`src/rtl/dmem_dump_uart_if.sv`:
```
// Debug read port between the memory dump engine and dmem.
// The master drives the address; the slave returns combinational read data for it.
interface dmem_dump_uart_if #(
    parameter int ADDR_W = 4,
    parameter int DATA_W = 8
);
    logic [ADDR_W-1:0] addr_on_dmem;
    logic [DATA_W-1:0] data_on_dmem;

    modport master (output addr_on_dmem, input data_on_dmem);
    modport slave (input addr_on_dmem, output data_on_dmem);
endinterface

```
`src/rtl/dmem_dump_uart.sv`:
```
// Streams an inclusive, wrapping address range of dmem out of a UART (8N1) line
// through the dmem debug read port, one snapshot byte per frame.
module dmem_dump_uart #(
    parameter int ADDR_W       = 4,
    parameter int DATA_W       = 8,
    parameter int CLKS_PER_BIT = 868
) (
    input  logic              clk,
    input  logic              reset,
    input  logic              start,
    input  logic              abort,
    input  logic [ADDR_W-1:0] first_addr,
    input  logic [ADDR_W-1:0] last_addr,
    dmem_dump_uart_if.master  dmem,
    output logic              tx,
    output logic              busy,
    output logic              done,
    output logic [2:0]        state_dbg
);
    localparam int BAUD_W = $clog2(CLKS_PER_BIT);
    localparam int BIT_W  = $clog2(DATA_W);
    localparam logic [BAUD_W-1:0] BAUD_LAST = BAUD_W'(CLKS_PER_BIT - 1);
    localparam logic [BIT_W-1:0]  BIT_LAST  = BIT_W'(DATA_W - 1);

    typedef enum logic [2:0] {IDLE, LOAD, START, DATA, STOP} state_t;

    state_t            state, state_n;
    logic [ADDR_W-1:0] cur, cur_n, last, last_n, addr_q, addr_n;
    logic [DATA_W-1:0] shift, shift_n;
    logic [BAUD_W-1:0] baud, baud_n;
    logic [BIT_W-1:0]  bit_cnt, bit_n;
    logic              tx_q, tx_n, done_q, done_n;
    logic              baud_end;

    assign baud_end          = (baud == BAUD_LAST);
    assign dmem.addr_on_dmem = addr_q;
    assign tx                = tx_q;
    assign done              = done_q;
    assign busy              = (state != IDLE);
    assign state_dbg         = state;

    always_ff @(posedge clk or negedge reset) begin
        if (!reset) begin
            state   <= IDLE;
            cur     <= '0;
            last    <= '0;
            addr_q  <= '0;
            shift   <= '0;
            baud    <= '0;
            bit_cnt <= '0;
            tx_q    <= 1'b1;
            done_q  <= 1'b0;
        end else begin
            state   <= state_n;
            cur     <= cur_n;
            last    <= last_n;
            addr_q  <= addr_n;
            shift   <= shift_n;
            baud    <= baud_n;
            bit_cnt <= bit_n;
            tx_q    <= tx_n;
            done_q  <= done_n;
        end
    end

    // Handshake: start is taken only in IDLE with done low; busy covers the whole
    // dump and done pulses once after the final stop bit. abort overrides everything.
    always_comb begin
        state_n = state;
        cur_n   = cur;
        last_n  = last;
        addr_n  = addr_q;
        shift_n = shift;
        baud_n  = baud;
        bit_n   = bit_cnt;
        tx_n    = tx_q;
        done_n  = 1'b0;
        if (abort) begin
            state_n = IDLE;
            tx_n    = 1'b1;
        end else begin
            case (state)
                IDLE: begin
                    if (start && !done_q) begin
                        cur_n   = first_addr;
                        last_n  = last_addr;
                        addr_n  = first_addr;
                        state_n = LOAD;
                    end
                end
                LOAD: begin
                    // Capture the byte once so core writes during the frame cannot tear it.
                    shift_n = dmem.data_on_dmem;
                    tx_n    = 1'b0;
                    baud_n  = '0;
                    state_n = START;
                end
                START: begin
                    if (baud_end) begin
                        baud_n  = '0;
                        bit_n   = '0;
                        tx_n    = shift[0];
                        state_n = DATA;
                    end else begin
                        baud_n = baud + 1'b1;
                    end
                end
                DATA: begin
                    if (baud_end) begin
                        baud_n = '0;
                        if (bit_cnt == BIT_LAST) begin
                            tx_n    = 1'b1;
                            state_n = STOP;
                        end else begin
                            shift_n = shift >> 1;
                            tx_n    = shift[1];
                            bit_n   = bit_cnt + 1'b1;
                        end
                    end else begin
                        baud_n = baud + 1'b1;
                    end
                end
                STOP: begin
                    if (baud_end) begin
                        baud_n = '0;
                        if (cur == last) begin
                            done_n  = 1'b1;
                            state_n = IDLE;
                        end else begin
                            cur_n   = cur + 1'b1;
                            addr_n  = cur + 1'b1;
                            state_n = LOAD;
                        end
                    end else begin
                        baud_n = baud + 1'b1;
                    end
                end
                default: state_n = IDLE;
            endcase
        end
    end
endmodule
```
`src/flat_wrapper.sv`:
```
// flat-port wrapper written by rule: the top's interface ports become plain ports
module dmem_dump_uart_flat 
#(
    parameter int ADDR_W       = 4,
    parameter int DATA_W       = 8,
    parameter int CLKS_PER_BIT = 868
)
  (clk, reset, start, abort, first_addr, last_addr, tx, busy, done, state_dbg, dmem_addr_on_dmem, dmem_data_on_dmem);
  dmem_dump_uart_if #(.ADDR_W(ADDR_W), .DATA_W(DATA_W)) dmem_i ();
  input  logic clk;
  input  logic reset;
  input  logic start;
  input  logic abort;
  input  logic [ADDR_W-1:0] first_addr;
  input  logic [ADDR_W-1:0] last_addr;
  output logic tx;
  output logic busy;
  output logic done;
  output logic [2:0] state_dbg;
  output wire logic [$bits(dmem_i.addr_on_dmem)-1:0] dmem_addr_on_dmem;
  input wire logic [$bits(dmem_i.data_on_dmem)-1:0] dmem_data_on_dmem;
  assign dmem_addr_on_dmem = dmem_i.addr_on_dmem;
  assign dmem_i.data_on_dmem = dmem_data_on_dmem;
  dmem_dump_uart #(.ADDR_W(ADDR_W), .DATA_W(DATA_W), .CLKS_PER_BIT(CLKS_PER_BIT)) u_core (.clk(clk), .reset(reset), .start(start), .abort(abort), .first_addr(first_addr), .last_addr(last_addr), .dmem(dmem_i), .tx(tx), .busy(busy), .done(done), .state_dbg(state_dbg));
endmodule
```
`config.mk`:
```
export PLATFORM = sky130hd
export DESIGN_NAME = dmem_dump_uart_flat
export DESIGN_NICKNAME = d
export VERILOG_FILES = /design/src/rtl/dmem_dump_uart_if.sv /design/src/rtl/dmem_dump_uart.sv /design/src/flat_wrapper.sv
export SDC_FILE = /design/constraint.sdc
export NUM_CORES = 1
export LEC_CHECK = 0
export ABC_AREA = 1
export CAP_MARGIN = 15
export CORE_MARGIN = 8
export CORE_UTILIZATION = 58
export DETAILED_ROUTE_END_ITERATION = 10
export PLACE_DENSITY = 0.85
export SKIP_CTS_REPAIR_TIMING = 1
export SKIP_LAST_GASP = 1
export SLEW_MARGIN = 40
export SYNTH_ARGS = -nofsm -noshare
export SYNTH_HDL_FRONTEND = slang
export SYNTH_SLANG_ARGS = --single-unit
```
`constraint.sdc`:
```
create_clock -name clk -period 4.05 [get_ports clk]
set_input_delay 0.6075 -clock clk [delete_from_list [all_inputs] [get_ports clk]]
set_output_delay 0.6075 -clock clk [all_outputs]
set_load 0.02 [all_outputs]
```
==> results.sh <==
export IMPL_status="finished, final reports clean"
export IMPL_cts_buffers=5
export IMPL_drive_gt1_frac=0.102
export IMPL_dieArea_mm2=0.00547
export IMPL_max_slew_margin_rel=0.713
export IMPL_swShare=0.425
export IMPL_synthFlopType="dfrtp_1"
export IMPL_path_class="flip-flop to output pin"
export IMPL_clock_path_buffers=2
export IMPL_clk_latency_ns=0.34
export IMPL_start_kind="flip-flop"
export IMPL_whs_ns=0.497
export IMPL_num_rows=21
export IMPL_coreArea_mm2=0.00328
export IMPL_cts_tree="built"
export IMPL_hold_class="flip-flop to flip-flop"
export IMPL_path_delay_family="buffers and inverters"
export IMPL_ys_types=26
export IMPL_yosys_register_bits=34
export IMPL_worstPathRequired_ns=3.44
export IMPL_grt_pass1_wl_mm=7.20
export IMPL_p_int_uw=847
export IMPL_die_h_um=74.0
export IMPL_synthCells=258
export IMPL_critPathMaxStageDelay_ns=0.56
export IMPL_io_pins=30
export IMPL_path_cells="nor2_2, nand2_1, clkdlybuf4s50_1"
export IMPL_gr_total_overflow=0
export IMPL_synth_top_area_share=0.424
export IMPL_crit_fanout=7
export IMPL_synth_top_area_cell="dfrtp_1"
export IMPL_setup_viol=0
export IMPL_antenna_left=0
export IMPL_finalClockSkew_ns=0.00582
export IMPL_p_seq_frac=0.386
export IMPL_ys_seq_area_frac=0.437
export IMPL_synth_avg_cell_area_um2=7.56
export IMPL_crit_buf_inv=1
export IMPL_track_usage=0.167
export IMPL_finalCriticalPeriod_ns=2.30
export IMPL_rsz0062_at_grt="no"
export IMPL_grt_max_degree=35
export IMPL_yosysMostFrequentCell="nand2_1"
export IMPL_grt_pass1_vias=1670
export IMPL_drv_slew=0
export IMPL_drc=0
export IMPL_firstDrtPassIters=4
export IMPL_critPathArrivalTime_ns=1.69
export IMPL_antenna_found_initial=0
export IMPL_peakVddDrop_uv=374
export IMPL_clockPowerShare=0.160
export IMPL_dp_hpwl_mm=3.20
export IMPL_multi_input_area_um2=966
export IMPL_gp_congestion=0.849
export IMPL_fin_setup_tns_ns=0
export IMPL_power_switching_uw=625
export IMPL_yosys_top_cells_count="79 x nand2_1, 33 x dfrtp_1, 26 x nor2_1"
export IMPL_nFillCells=275
export IMPL_regArea_um2=852
export IMPL_numPortBuffers=29
export IMPL_wl_mm=4.20
export IMPL_crit_slowest_cell="clkdlybuf4s50_1"
export IMPL_drt_iter0_markers=87
export IMPL_area_delta_synth_final_pct=21.1
export IMPL_leakage_uw=0.00120
export IMPL_num_vias=1711
export IMPL_syn_area_mm2=0.00195
export IMPL_yosysWarnings=0
export IMPL_hold_viol_final=0
export IMPL_timing_final_crit_share=0.567
export IMPL_end_kind="output pin"
export IMPL_tightestPinTransition_ns=0.425
export IMPL_clk_pin_slew_ns=0.10
export IMPL_start_util=0.594
export IMPL_finish_net_count=317
export IMPL_dieWidth_um=74.0
export IMPL_cts_max_level=2
export IMPL_synth_top_cells_by_area="dfrtp_1 42%, nand2_1 15%, nor2_1 5.0%, inv_1 4.8%, o21ai_0 4.6%"
export IMPL_viasPerCell=5.03
export IMPL_powerDensity_mw_per_mm2=624
export IMPL_max_freq_ghz=0.435
export IMPL_reg2reg_slack_ns=2.30
export IMPL_cts_root_buf="clkbuf_4"
export IMPL_p_comb_frac=0.454
export IMPL_maxCapViolCount=0
export IMPL_antenna_cells=0
export IMPL_avgRoutedWirePerCell_um=12.3
export IMPL_syn_num_nets=282
export IMPL_cts_sinks=34
export IMPL_async_flop_share=1.00
export IMPL_synth_edf_count=0
## power by group through the flow
stage          logic [µW]  clock network [µW]  registers [µW]
3_3_place_gp          648                   0             569
5_1_grt               749                 253             585
2_1_floorplan         439                   0             591
4_1_cts               678                 241             567
3_5_place_dp          676                   0             573
6_report              668                 235             569
## placed cells by master (no fill, tap or decap)
cell type	count
buf_4	1
clkbuf_8	3
a21oi_1	7
nand2_1	79
o21ai_0	18
o21ai_1	9
inv_1	25
nor3_1	3
mux2i_1	6
or2_0	1
or2_1	1
nand3_2	2
nand4_1	3
dfstp_2	1
mux2_2	1
ha_1	4
nand3_1	15
nor2_2	4
xnor2_1	1
o21a_1	1
clkbuf_4	5
a21oi_4	1
dfrtp_1	33
nor2_1	26
clkdlybuf4s50_1	29
nor2_4	1
nand2_2	7
xor2_1	3
inv_2	4
## layout make-up
type                       count  share of cell area
tap                           46              0.0244
timing repair buffer          30               0.126
clock buffer                   8              0.0334
inverter                      29              0.0461
multi-input combinational    193               0.409
sequential                    34               0.361
## worst min-delay path, stage by stage, from the launching register on
cell and delay [ns]:
dfstp_2 0.38, nand2_1 0.05, o21ai_0 0.07
## routing by layer
| metal | vias up | track usage | wire length, µm |
|---|---|---|---|
| met5 | - | 0 | 0 |
| met4 | 0 | 0.0843 | 63 |
| met3 | 8 | 0.0485 | 295 |
| met2 | 49 | 0.284 | 2020 |
| met1 | 760 | 0.186 | 1810 |
| li1 | 894 | - | - |
## sequential cells by signal (all words and copies together), names as in the netlist
register                  count
u_core.baud                  10
u_core.dmem.addr_on_dmem      4
u_core.done                   1
u_core.bit_cnt                3
u_core.state_dbg              3
u_core.tx                     1
u_core.last                   4
u_core.shift                  8
## cell families (layout without fill, tap and decap cells)
| group | after synthesis | count (layout) | share of synthesized area |
|---|---|---|---|
| and+or+nand+nor | 142 | 142 | 0.316 |
| AOI/OAI and AO/OA | 36 | 36 | 0.0995 |
| DFF | 34 | 34 | 0.437 |
| buffers and inverters | 31 | 67 | 0.0674 |
| muxes | 7 | 7 | 0.0366 |
| adders and majority gates | 4 | 4 | 0.0257 |
| xor gates and xnor gates | 4 | 4 | 0.0180 |
## worst paths after layout
check / from / to / depth (start not counted)
worst max-delay path: u_core.state_dbg[0] / busy / 3
max in group asynchronous: reset / u_core.tx / 2
worst min register to register: u_core.tx / u_core.tx / 2
min in group asynchronous: reset / u_core.baud[8] / 2
worst min-delay path: u_core.tx / u_core.tx / 2
worst max register to register: u_core.state_dbg[1] / u_core.shift[2] / 7
## stage by stage
step	total power, µW	utilization	std cells	worst slack [ns]	cell area [µm²]
3_3_place_gp	1220	0.695	332	1.91	2280
5_1_grt	1590	0.719	340	1.67	2360
6_report	1470	0.719	340	1.75	2360
2_1_floorplan	1030	-	258	2.44	1950
3_5_place_dp	1250	0.695	332	1.90	2280
4_1_cts	1490	0.719	340	1.74	2360
Power figures use the tool's default switching activity.
